File: config.mk
export PLATFORM = sky130hd
export DESIGN_NAME = pio_irq_servicer
export DESIGN_NICKNAME = d
export VERILOG_FILES = /design/src/rtl/pio_irq_servicer.sv
export SDC_FILE = /design/constraint.sdc
export NUM_CORES = 1
export LEC_CHECK = 0
export ABC_CLOCK_PERIOD_IN_PS = 2300
export CAP_MARGIN = 20
export CORE_MARGIN = 8
export CORE_UTILIZATION = 39
export DETAILED_ROUTE_END_ITERATION = 12
export PLACE_DENSITY_LB_ADDON = 0.08
export SYNTH_ARGS = -nofsm -noshare
export SYNTH_HDL_FRONTEND = slang
export SYNTH_SLANG_ARGS = --single-unit
File: constraint.sdc
create_clock -name clk -period 2.3 [get_ports clk]
set_input_delay 0.46 -clock clk [delete_from_list [all_inputs] [get_ports clk]]
set_output_delay 0.46 -clock clk [all_outputs]
set_load 0.005 [all_outputs]
File: src/rtl/pio_irq_servicer.sv
// -----------------------------------------------------------------------------
// pio_irq_servicer
//
// Avalon-MM master that owns one edge-capturing PIO slave. After reset it
// writes the interrupt mask (offset 2). Whenever the PIO raises its irq, it
// reads edge_capture (offset 3), clears it with a write-to-clear of all ones,
// and queues the masked, non-zero bitmap in a small event FIFO. Downstream
// logic drains that FIFO through a valid/ready port.
//
// Ports:
//   clk, reset_n             clock, asynchronous active-low reset
//   cfg_mask, cfg_load       new irq mask and its one-cycle load strobe
//   ovf_clr                  clears the sticky overflow flag
//   m_address, m_chipselect,
//   m_write_n, m_writedata   PIO bus outputs (decoded from the state register)
//   m_readdata               PIO read data, valid the cycle after the address
//   pio_irq                  PIO interrupt request
//   ev_valid, ev_data,
//   ev_ready                 event stream (FIFO head)
//   overflow                 sticky: an event was dropped on a full FIFO
//   ev_count                 FIFO occupancy
// -----------------------------------------------------------------------------
module pio_irq_servicer #(
    parameter int               WIDTH      = 5,
    parameter int               FIFO_DEPTH = 4,
    parameter logic [WIDTH-1:0] MASK_INIT  = {WIDTH{1'b1}}
) (
    input  logic                          clk,
    input  logic                          reset_n,
    input  logic [WIDTH-1:0]              cfg_mask,
    input  logic                          cfg_load,
    input  logic                          ovf_clr,
    output logic [1:0]                    m_address,
    output logic                          m_chipselect,
    output logic                          m_write_n,
    output logic [31:0]                   m_writedata,
    input  logic [31:0]                   m_readdata,
    input  logic                          pio_irq,
    output logic                          ev_valid,
    output logic [WIDTH-1:0]              ev_data,
    input  logic                          ev_ready,
    output logic                          overflow,
    output logic [$clog2(FIFO_DEPTH):0]   ev_count
);

    localparam int PTR_W = $clog2(FIFO_DEPTH);
    localparam int CNT_W = PTR_W + 1;

    localparam logic [1:0] ADDR_MASK = 2'd2;
    localparam logic [1:0] ADDR_EDGE = 2'd3;

    typedef enum logic [1:0] {
        S_MASK = 2'd0,
        S_IDLE = 2'd1,
        S_RD   = 2'd2,
        S_CLR  = 2'd3
    } state_t;

    state_t             state_r;
    logic [WIDTH-1:0]   mask_r;
    logic               mask_pend_r;
    logic [WIDTH-1:0]   fifo_mem_r [FIFO_DEPTH];
    logic [PTR_W-1:0]   wr_ptr_r;
    logic [PTR_W-1:0]   rd_ptr_r;
    logic [CNT_W-1:0]   count_r;
    logic               overflow_r;

    logic [WIDTH-1:0]   cap_s;
    logic               push_s;
    logic               pop_s;
    logic               full_s;
    logic               push_ok_s;
    logic               drop_s;

    // Capture filter uses the mask currently held, not any same-cycle load.
    assign cap_s     = m_readdata[WIDTH-1:0] & mask_r;
    assign push_s    = (state_r == S_CLR) && (cap_s != {WIDTH{1'b0}});
    assign pop_s     = (count_r != {CNT_W{1'b0}}) && ev_ready;
    assign full_s    = (count_r == CNT_W'(FIFO_DEPTH));
    // A full FIFO still accepts a push when the head leaves on the same edge.
    assign push_ok_s = push_s && (!full_s || pop_s);
    assign drop_s    = push_s && full_s && !pop_s;

    assign ev_valid  = (count_r != {CNT_W{1'b0}});
    assign ev_data   = fifo_mem_r[rd_ptr_r];
    assign ev_count  = count_r;
    assign overflow  = overflow_r;

    // Bus strobes are a pure decode of the state register; each access is one cycle.
    always_comb begin
        m_chipselect = 1'b0;
        m_write_n    = 1'b1;
        m_address    = 2'd0;
        m_writedata  = 32'h0000_0000;
        case (state_r)
            S_MASK: begin
                m_chipselect = 1'b1;
                m_write_n    = 1'b0;
                m_address    = ADDR_MASK;
                m_writedata  = {{(32-WIDTH){1'b0}}, mask_r};
            end
            S_RD: begin
                m_chipselect = 1'b1;
                m_write_n    = 1'b1;
                m_address    = ADDR_EDGE;
            end
            S_CLR: begin
                m_chipselect = 1'b1;
                m_write_n    = 1'b0;
                m_address    = ADDR_EDGE;
                m_writedata  = 32'hFFFF_FFFF;
            end
            S_IDLE: begin
                m_chipselect = 1'b0;
                m_write_n    = 1'b1;
                m_address    = 2'd0;
                m_writedata  = 32'h0000_0000;
            end
            default: begin
                m_chipselect = 1'b0;
                m_write_n    = 1'b1;
                m_address    = 2'd0;
                m_writedata  = 32'h0000_0000;
            end
        endcase
    end

    // Sequencer: mask write, idle, read edge_capture, clear edge_capture.
    always_ff @(posedge clk or negedge reset_n) begin
        if (!reset_n) begin
            state_r <= S_MASK;
        end else begin
            case (state_r)
                S_MASK:  state_r <= S_IDLE;
                S_IDLE: begin
                    // Pending mask update wins over a waiting irq.
                    if (mask_pend_r) begin
                        state_r <= S_MASK;
                    end else if (pio_irq) begin
                        state_r <= S_RD;
                    end else begin
                        state_r <= S_IDLE;
                    end
                end
                S_RD:    state_r <= S_CLR;
                S_CLR:   state_r <= S_IDLE;
                default: state_r <= S_MASK;
            endcase
        end
    end

    // Mask register and pending flag; a new load outranks the clear in S_MASK
    // so a mask arriving during the write is still written afterwards.
    always_ff @(posedge clk or negedge reset_n) begin
        if (!reset_n) begin
            mask_r      <= MASK_INIT;
            mask_pend_r <= 1'b0;
        end else if (cfg_load) begin
            mask_r      <= cfg_mask;
            mask_pend_r <= 1'b1;
        end else if (state_r == S_MASK) begin
            mask_r      <= mask_r;
            mask_pend_r <= 1'b0;
        end else begin
            mask_r      <= mask_r;
            mask_pend_r <= mask_pend_r;
        end
    end

    // Event FIFO storage; reset flushes contents as well as pointers.
    always_ff @(posedge clk or negedge reset_n) begin
        if (!reset_n) begin
            for (int i = 0; i < FIFO_DEPTH; i++) begin
                fifo_mem_r[i] <= {WIDTH{1'b0}};
            end
        end else if (push_ok_s) begin
            fifo_mem_r[wr_ptr_r] <= cap_s;
        end else begin
            fifo_mem_r[wr_ptr_r] <= fifo_mem_r[wr_ptr_r];
        end
    end

    // FIFO pointers (wrap naturally, depth is a power of two) and occupancy.
    always_ff @(posedge clk or negedge reset_n) begin
        if (!reset_n) begin
            wr_ptr_r <= {PTR_W{1'b0}};
            rd_ptr_r <= {PTR_W{1'b0}};
            count_r  <= {CNT_W{1'b0}};
        end else begin
            if (push_ok_s) begin
                wr_ptr_r <= wr_ptr_r + PTR_W'(1);
            end else begin
                wr_ptr_r <= wr_ptr_r;
            end
            if (pop_s) begin
                rd_ptr_r <= rd_ptr_r + PTR_W'(1);
            end else begin
                rd_ptr_r <= rd_ptr_r;
            end
            case ({push_ok_s, pop_s})
                2'b10:   count_r <= count_r + CNT_W'(1);
                2'b01:   count_r <= count_r - CNT_W'(1);
                default: count_r <= count_r;
            endcase
        end
    end

    // Sticky overflow; a drop in the same cycle as ovf_clr keeps it set.
    always_ff @(posedge clk or negedge reset_n) begin
        if (!reset_n) begin
            overflow_r <= 1'b0;
        end else if (drop_s) begin
            overflow_r <= 1'b1;
        end else if (ovf_clr) begin
            overflow_r <= 1'b0;
        end else begin
            overflow_r <= overflow_r;
        end
    end

endmodule

==> summary.txt <==
Run status
  – Status: finished, final reports clean

Setup path
  – Family with the most delay on the worst path: buffers and inverters
  – Cell Chain, Critical Path: clkdlybuf4s50_1 -> a222oi_1 -> buf_4 -> a21oi_2 -> nor2_2 -> fa_2 -> nor3_2 -> a211oi_2 -> a221oi_1
  – CP Launch Type: input port
  – Crit Path Max Fanout: 5
  – CP max-delay cell: clkdlybuf4s50_1
  – Worst setup EP type: register
  – CP bufs+invs: 2
  – CP Class: in -> reg
  – Worst path required time: 2.48 ns
  – CP arrival: 2.42 ns
  – Max incr delay on CP: 0.49 ns

Pwr
  – Clock power share: 15.6%
  – Int Pwr: 2.26 mW
  – Switch share: 36.6%
  – Sequential Power Share: 31.9%
  – Peak VDD IR: 0.540 mV
  – Psw: 1.30 mW
  – Total Power: 3.56 mW
  – Lkg Pwr: 1.17 nW
  – Power per standard cell area: 1230 mW/mm^2
  – Logic pwr share: 52.4%

Synth
  – Most common cell in the netlist: dfrtp_1
  – EDFF count, synth: 0
  – Synthesized net count: 256
  – Synth cell count leaders: 31 x dfrtp_1, 28 x nor2_1, 27 x a21oi_1
  – Mean area per synthesized cell: 10.7 um^2
  – Sequential element share of the synthesized area: 41.8%
  – Post-Synthesis Cells: 202
  – Syn. warnings: 0
  – Synthesized area: 0.00217 mm^2
  – Biggest area consumer among synthesized cells: dfrtp_1
  – Share of the synthesized area in the top cell type: 35.8%
  – Synth top area cells: dfrtp_1 36%, mux4_2 10%, buf_4 9.0%
  – Seq cells post-synth: 36
  – Ys flop type: dfrtp_1
  – Post-synth cell types: 36
  – Fraction of registers with async set/reset: 100%

Clock tree
  – Max Root-Sink Buffers: 2
  – Clk_lat worst skew: 0.28 ns
  – CTS Buf Count: 5
  – CTS tree: built
  – Reg clk slew, reported paths: 0.07 ns
  – CTS root buf: clkbuf_8
  – Num Clock Sinks: 36
  – Htree depth: 2
  – Hold buffer count at cts: 0

Global routing
  – First-pass GRT wire length: 8.87 mm
  – GRT overflow: 0
  – Largest net degree at the start of global routing: 37
  – Vias in the first global route: 1,728
  – Number of antenna violations at the first check in global routing: 0
  – All-Layer GR Usage: 13.5%

Finish
  – Nets: 302
  – Area Overhead vs Synth: 33.2%
  – Final Util: 53.1%
  – Layout cell share with drive strength beyond 1: 22.5%
  – ANT cells: 0
  – Fillers: 490

Floorplanning
  – Die Ht: 90.6 um
  – Initial Utilization: 39.9%
  – CORE AREA: 0.00544 mm^2
  – Die Wd: 90.6 um
  – Die Area: 0.00820 mm^2
  – Row count: 27
  – IO Count: 89

Route
  – Via density: 5.05
  – Final wirelength: 5.37 mm
  – 1st-iter DRT viols: 40
  – DRC viols: 0
  – TritonRoute pass-1 iters: 4
  – DR vias: 1,621
  – Wire per inst: 16.7 um
  – ANT nets after route: 0

Timing
  – Slew Limit Fails: 0
  – Setup total negative slack: 0 ns
  – Final setup violation count: 0
  – Endpoints failing hold: 0
  – Period minus WS final: 2.25 ns
  – Least-Margin Pin Slew: 0.474 ns
  – Max_slew headroom: 68.4%
  – Max Freq: 0.445 GHz
  – Worst Skew: 0.00173 ns
  – Crit share post-route: 97.6%

Place
  – # port buffers: 61
  – Gp weighted congestion: 0.765
  – Hpwl dp: 4.03 mm

Run
  – Maxcap violations: 0

Hold path
  – Min-Delay Path Class: reg -> reg
layout make-up:
cell class / count / area [um^2] / area share (%)
tap: 72 / 90.1 / 3.12
inverter: 10 / 37.5 / 1.30
multi-input combinational: 121 / 1020 / 35.4
timing repair buffer: 74 / 719 / 24.9
clock inverter: 3 / 42.5 / 1.47
clock buffer: 5 / 68.8 / 2.38
sequential: 36 / 908 / 31.4
state kept, by name, indices dropped and copies added (netlist names):
register     count
state_r          2
overflow         1
mask_pend_r      1
mask_r           5
ev_count         3
rd_ptr_r         2
fifo_mem_r      20
wr_ptr_r         2
worst register-to-register path: stages (launching register included):
cell and delay (ns):
dfstp_2 0.56, a222oi_1 0.10, buf_4 0.15, a21oi_2 0.18, nor2_2 0.08, fa_2 0.41
nor3_2 0.20, a211oi_2 0.07, a221oi_1 0.27
path summary, 6_finish.rpt:
check	start	to	slack, ns	cells past startpoint
max in group asynchronous	reset_n	state_r[0]$_DFF_PN0_	1.35	2
max reg2reg	mask_r[0]$_DFFE_PN1P_	ev_count[2]$_DFFE_PN0P_	0.17	8
min reg2reg	mask_pend_r$_DFFE_PN0P_	state_r[1]$_DFF_PN0_	0.50	1
min	mask_pend_r$_DFFE_PN0P_	state_r[1]$_DFF_PN0_	0.50	1
min in group asynchronous	reset_n	mask_pend_r$_DFFE_PN0P_	0.60	2
max	m_readdata[0]	ev_count[2]$_DFFE_PN0P_	0.05	9
metrics by stage:
stage | instances | instance area, um^2 | hold slack [ns] | setup slack, ns
after floorplan | 202 | 2170 | 0.164 | 0.164
after global placement | 311 | 2720 | 0.479 | -0.191
after detailed placement | 311 | 2720 | 0.493 | -0.401
after CTS | 320 | 2850 | 0.503 | 0.00836
after global routing | 321 | 2890 | 0.527 | -0.00467
final | 321 | 2890 | 0.496 | 0.0543
cell usage in the layout (no fill, tap or decap), types with 4 or more instances in the layout:
cell type	n
clkdlybuf4s50_1	58
buf_4	12
a21oi_1	25
mux2i_1	4
dfstp_2	5
mux4_2	10
clkbuf_8	5
nand2_1	5
nor2_1	27
ha_1	9
inv_1	10
mux2_2	5
dfrtp_1	30
kinds of logic (layout without fill, tap and decap cells):
group	Yosys count	count (layout)	share of synthesized area (%)
AOI/OAI and AO/OA	39	39	10.9
xor gates and xnor gates	4	4	1.62
adders and majority gates	11	11	6.69
buffers and inverters	45	92	12.6
DFF	36	36	41.8
muxes	21	21	16.6
and+or+nand+nor	46	46	9.75
power groups by stage:
stage          Clock (mW)  Combinational, mW  Sequential (mW)
2_1_floorplan           0               1.16             1.03
3_3_place_gp            0               1.76             1.12
3_5_place_dp            0               1.82             1.15
4_1_cts             0.574               1.87             1.14
5_1_grt             0.608               2.05             1.18
6_report            0.556               1.87             1.14
routing by layer:
layer	share of wire, %	global-route usage [%]	wire length, um
met5	0	0	0
met2	49	21.6	2640
met3	8.4	5.65	450
met4	1.2	5.83	63
met1	41	15.4	2210
timing repair:
item                                    in CTS  in global routing
pin swaps                                    1                  3
endpoints found under the setup margin       3                 10
setup buffers                                1                  1
resized for setup                            3                  9
Note: power is estimated with default switching activity, not from simulation.
